File: src/rtl/alarm_timer.sv
// Countdown timer and four-slot delay store for the anti-theft alarm FSM.
// Derives a one-second enable from the system clock and pulses `expired` when the selected delay runs out.
module alarm_timer #(
    parameter int CLK_DIVIDE    = 27000000,
    parameter int DEF_ARM       = 6,
    parameter int DEF_DRIVER    = 8,
    parameter int DEF_PASSENGER = 15,
    parameter int DEF_ALARM     = 10
) (
    input  logic       clock,
    input  logic       reset,
    input  logic       start_timer,
    input  logic [1:0] interval,
    input  logic       prog_sync,
    input  logic [1:0] time_param_sel,
    input  logic [3:0] time_value,
    output logic       expired,
    output logic       busy,
    output logic [3:0] remaining,
    output logic       one_hz_enable,
    output logic [3:0] param_readback
);

    localparam int DW = $clog2(CLK_DIVIDE);
    localparam logic [DW-1:0] DIV_MAX = DW'(CLK_DIVIDE - 1);

    typedef enum logic {
        IDLE,
        COUNT
    } state_t;

    state_t      r_state;
    state_t      w_nextState;
    logic [3:0]  r_store [4];
    logic [DW-1:0] r_div;
    logic [3:0]  r_remaining;
    logic [3:0]  w_nextRemaining;
    logic        r_expired;
    logic        w_nextExpired;
    logic [3:0]  w_startValue;
    logic        w_tick;

    always_ff @(posedge clock) begin
        if (reset) begin
            r_store[0] <= 4'(DEF_ARM);
            r_store[1] <= 4'(DEF_DRIVER);
            r_store[2] <= 4'(DEF_PASSENGER);
            r_store[3] <= 4'(DEF_ALARM);
        end else if (prog_sync) begin
            r_store[time_param_sel] <= time_value;
        end
    end

    // A start realigns the divider so the first decrement lands a full second later.
    always_ff @(posedge clock) begin
        if (reset || start_timer || (r_div == DIV_MAX)) begin
            r_div <= '0;
        end else begin
            r_div <= r_div + 1'b1;
        end
    end

    assign w_tick = (r_div == DIV_MAX);

    always_ff @(posedge clock) begin
        if (reset) begin
            r_state     <= IDLE;
            r_remaining <= 4'd0;
            r_expired   <= 1'b0;
        end else begin
            r_state     <= w_nextState;
            r_remaining <= w_nextRemaining;
            r_expired   <= w_nextExpired;
        end
    end

    // The start value comes from the registered store, so a same-cycle write only affects later starts.
    always_comb begin
        w_nextState     = r_state;
        w_nextRemaining = r_remaining;
        w_nextExpired   = 1'b0;
        w_startValue    = r_store[interval];
        if (start_timer) begin
            if (w_startValue != 4'd0) begin
                w_nextRemaining = w_startValue;
                w_nextState     = COUNT;
            end else begin
                w_nextRemaining = 4'd0;
                w_nextState     = IDLE;
                w_nextExpired   = 1'b1;
            end
        end else if ((r_state == COUNT) && w_tick) begin
            w_nextRemaining = r_remaining - 4'd1;
            if (r_remaining == 4'd1) begin
                w_nextState   = IDLE;
                w_nextExpired = 1'b1;
            end
        end
    end

    assign expired        = r_expired;
    assign busy           = (r_state == COUNT);
    assign remaining      = r_remaining;
    assign one_hz_enable  = w_tick;
    assign param_readback = r_store[time_param_sel];

endmodule

File: config.mk
export PLATFORM = sky130hd
export DESIGN_NAME = alarm_timer
export DESIGN_NICKNAME = d
export VERILOG_FILES = /design/src/rtl/alarm_timer.sv
export SDC_FILE = /design/constraint.sdc
export NUM_CORES = 1
export LEC_CHECK = 0
export CORE_MARGIN = 2
export CORE_UTILIZATION = 60
export CTS_CLUSTER_SIZE = 10
export DETAILED_ROUTE_END_ITERATION = 10
export PLACE_DENSITY = 0.91
export SLEW_MARGIN = 25
export SYNTH_ARGS = -nofsm -noshare
export SYNTH_HDL_FRONTEND = slang
export SYNTH_SLANG_ARGS = --single-unit
File: constraint.sdc
create_clock -name clock -period 2.9 [get_ports clock]
set_clock_uncertainty 0.1 [all_clocks]
set_input_delay 0.435 -clock clock [delete_from_list [all_inputs] [get_ports clock]]
set_output_delay 0.435 -clock clock [all_outputs]
set_load 0.02 [all_outputs]
==> flow_summary.json <==
{
  "run_status": "completed",
  "dieArea_um2": 4550,
  "io_buffer_count": 22,
  "setup_viol": 0,
  "grt_setup_unrepaired": "no",
  "min_period_over_period": 0.961,
  "rows": 23,
  "pwr-share-clk": 0.306,
  "endpoint_kind": "primary output",
  "dp_cells": 305,
  "p_seq_frac": 0.574,
  "crit_path_start_kind": "input port",
  "ant_nets": 0,
  "hold_start": "r_div[0]",
  "ff2ff_setup_slack_ns": 0.53,
  "cts_buffer_depth": 2,
  "grt_overflow": 0,
  "die_h_um": 67.4,
  "hpwlAfterDp_mm": 3.82,
  "wire_per_inst_um": 16.7,
  "switching_power_mw": 0.307,
  "ctsRootBufferMaster": "clkbuf_8",
  "grt_pass1_vias": 1775,
  "r2r_end": "r_div[4]",
  "peakVddDrop_uv": 334,
  "vias": 1992,
  "nets": 277,
  "grt_max_degree": 26,
  "hold_ws_ns": 0.347,
  "critPathRequiredTime_ns": 2.37,
  "p_leak_nw": 0.878,
  "drv_slew": 0,
  "crit_path_max_fanout": 8,
  "drt-total-wl_mm": 5.21,
  "die_w_um": 67.4,
  "first_pass_iters": 5,
  "synth_cell_types": 40,
  "antenna_found_initial": 0,
  "reg2regPathDepth": 6,
  "synthesis.area_um2": 2410,
  "grt_pass1_wl_mm": 8.05,
  "area_growth_pct": 14.4,
  "hold_viol_final": 0,
  "hold_path_class": "register to register",
  "p_sw_frac": 0.243,
  "ys_warn_count": 0,
  "power_frac_comb": 0.120,
  "insertedDiodeCount": 0,
  "internal-power_mw": 0.956,
  "worst_slew_pin_slew_ns": 0.725,
  "drtIter0Drc": 225,
  "gp_congestion": 0.869,
  "syn-num-nets": 254,
  "hold_depth": 1,
  "core_um2": 3940,
  "yosysSeqAreaShare": 0.456,
  "route.detailed.drc": 0,
  "cts_buffers": 5,
  "synth_area_per_cell_um2": 10.1,
  "final_layout_size_suffix_gt1_frac": 0.103,
  "async_reset_ff_frac": 0,
  "syn_inst": 239,
  "timing.rr.start": "r_div[0]",
  "synth-main-ff-cell": "dfxtp_1",
  "yosys_register_bits": 47,
  "hold_path_end": "r_div[0]",
  "powerDensity_nw_per_um2": 458,
  "clkLatencyLatePin_ns": 0.30,
  "cp.arrival_ns": 2.25,
  "fmaxAchievable_ghz": 0.359,
  "period_needed_ns": 2.79,
  "initial_core_util": 0.612,
  "h-tree-depth": 2,
  "vias_per_cell": 6.36,
  "crit_type": "input port to primary output",
  "cts_sinks": 47,
  "pin_count": 23,
  "grt_usage": 0.241,
  "path_clk_slew_ns": 0.07,
  "setup-tns-final_ns": 0,
  "cts_tree": "done",
  "cts_hold_buf": 0,
  "final_cells": 313,
  "synth_edf_count": 16,
  "slew_headroom": 0.513,
  "drv_cap": 0
}
## cell type report
cell class	instances	area, µm²
clock buffers	7	77.6
clock inverters	1	5.00
fillers	278	1180
inverters	5	18.8
multi-input cells	177	1240
flip-flops and latches	47	1100
well taps	50	62.6
repair buffers	26	250
## sequential cells by signal (all words and copies together), names as in the netlist
| name | count |
|---|---|
| r_div | 25 |
| r_store | 16 |
| remaining | 4 |
| busy | 1 |
| expired | 1 |
## worst max-delay path: stages
cell and delay, ns:
clkdlybuf4s50_1 0.70, mux4_2 0.57, clkdlybuf4s50_1 0.55
## placed cells by master (no fill, tap or decap), types with 2 or more instances in the layout
| cell type | n |
|---|---|
| or4_1 | 8 |
| edfxtp_1 | 16 |
| inv_1 | 5 |
| buf_4 | 4 |
| mux4_2 | 8 |
| dfxtp_1 | 31 |
| nor3b_1 | 4 |
| nor4_1 | 6 |
| nand3_1 | 16 |
| nand2b_1 | 10 |
| and2_1 | 10 |
| or3_1 | 6 |
| ha_1 | 3 |
| clkbuf_8 | 5 |
| and4_1 | 4 |
| and3_1 | 2 |
| nand4_1 | 11 |
| xor2_1 | 10 |
| clkdlybuf4s50_1 | 22 |
| o21ai_0 | 8 |
| nor3_1 | 3 |
| or2_2 | 3 |
| nand2_1 | 13 |
| nor2_1 | 18 |
| a21oi_1 | 12 |
| o31ai_1 | 7 |
## metrics by stage
stage / total power, mW / area [µm²] / setup slack, ns / utilization
3_5_place_dp: 0.892 / 2670 / 0.0983 / 0.678
5_1_grt: 1.31 / 2760 / 0.00361 / 0.700
4_1_cts: 1.27 / 2750 / 0.103 / 0.699
6_report: 1.26 / 2760 / 0.112 / 0.700
3_3_place_gp: 0.885 / 2670 / 0.166 / 0.678
2_1_floorplan: 0.824 / 2410 / 0.580 / -
## layer usage
metal | up-vias | wire (µm) | GRT usage
met1 | 933 | 2210 | 0.283
met3 | 20 | 251 | 0.0517
met5 | - | 0 | 0
met4 | 0 | 144 | 0.105
li1 | 953 | - | -
met2 | 86 | 2610 | 0.423
## repair_timing
item / 4_1_cts / 5_1_grt
setup buffers: 0 / 0
gates resized for setup: 0 / 1
setup endpoints to repair: 0 / 1
## cells in the mapped netlist, types with 2 or more instances
| cell | number | share of area |
|---|---|---|
| o21ai_0 | 8 | 0.017 |
| nor2_1 | 18 | 0.028 |
| and3_1 | 2 | 0.0052 |
| a21oi_1 | 12 | 0.025 |
| dfxtp_1 | 31 | 0.26 |
| or3_1 | 6 | 0.016 |
| nor4bb_1 | 2 | 0.0083 |
| nor4_1 | 6 | 0.016 |
| xor2_1 | 10 | 0.036 |
| nand4_1 | 11 | 0.029 |
| clkbuf_1 | 6 | 0.0093 |
| buf_6 | 2 | 0.0093 |
| or4_1 | 8 | 0.025 |
| or2_2 | 3 | 0.0078 |
| and4_1 | 4 | 0.015 |
| o31ai_1 | 7 | 0.022 |
| and2_1 | 10 | 0.026 |
| nand3_1 | 16 | 0.033 |
| inv_1 | 5 | 0.0078 |
| edfxtp_1 | 16 | 0.20 |
| nand2b_1 | 10 | 0.026 |
| buf_2 | 2 | 0.0041 |
| nand2_1 | 13 | 0.020 |
| mux4_2 | 8 | 0.075 |
| ha_1 | 3 | 0.016 |
| nor3_1 | 3 | 0.0062 |
| nor3b_1 | 4 | 0.012 |
## cell families (layout without fill, tap and decap cells)
family                     after synthesis  in the layout  share of synthesized area
DFF                                     47             47                      0.456
AOI/OAI and AO/OA                       35             35                     0.0959
adders and majority gates                3              3                     0.0156
muxes                                    8              8                     0.0746
xor gates and xnor gates                11             11                     0.0399
buffers and inverters                   15             39                     0.0306
and+or+nand+nor                        120            120                      0.287
## how the worst max path moves through the flow
stage,from,slack (ns),to
final,time_param_sel[0],0.11,param_readback[2]
after floorplan,r_div[17],0.58,one_hz_enable
after global routing,r_div[17],0.004,one_hz_enable
after global placement,time_param_sel[0],0.17,param_readback[0]
after detailed placement,time_param_sel[0],0.1,param_readback[3]
after CTS,time_param_sel[0],0.10,param_readback[3]
## power by group through the flow
| stage | logic [mW] | registers [mW] | clock network (mW) |
|---|---|---|---|
| after global placement | 0.146 | 0.738 | 0 |
| after global routing | 0.164 | 0.727 | 0.417 |
| after floorplan | 0.0843 | 0.740 | 0 |
| after detailed placement | 0.151 | 0.740 | 0 |
| final | 0.152 | 0.725 | 0.387 |
| after CTS | 0.152 | 0.725 | 0.395 |
No activity file was read; power rests on OpenSTA's default activity.
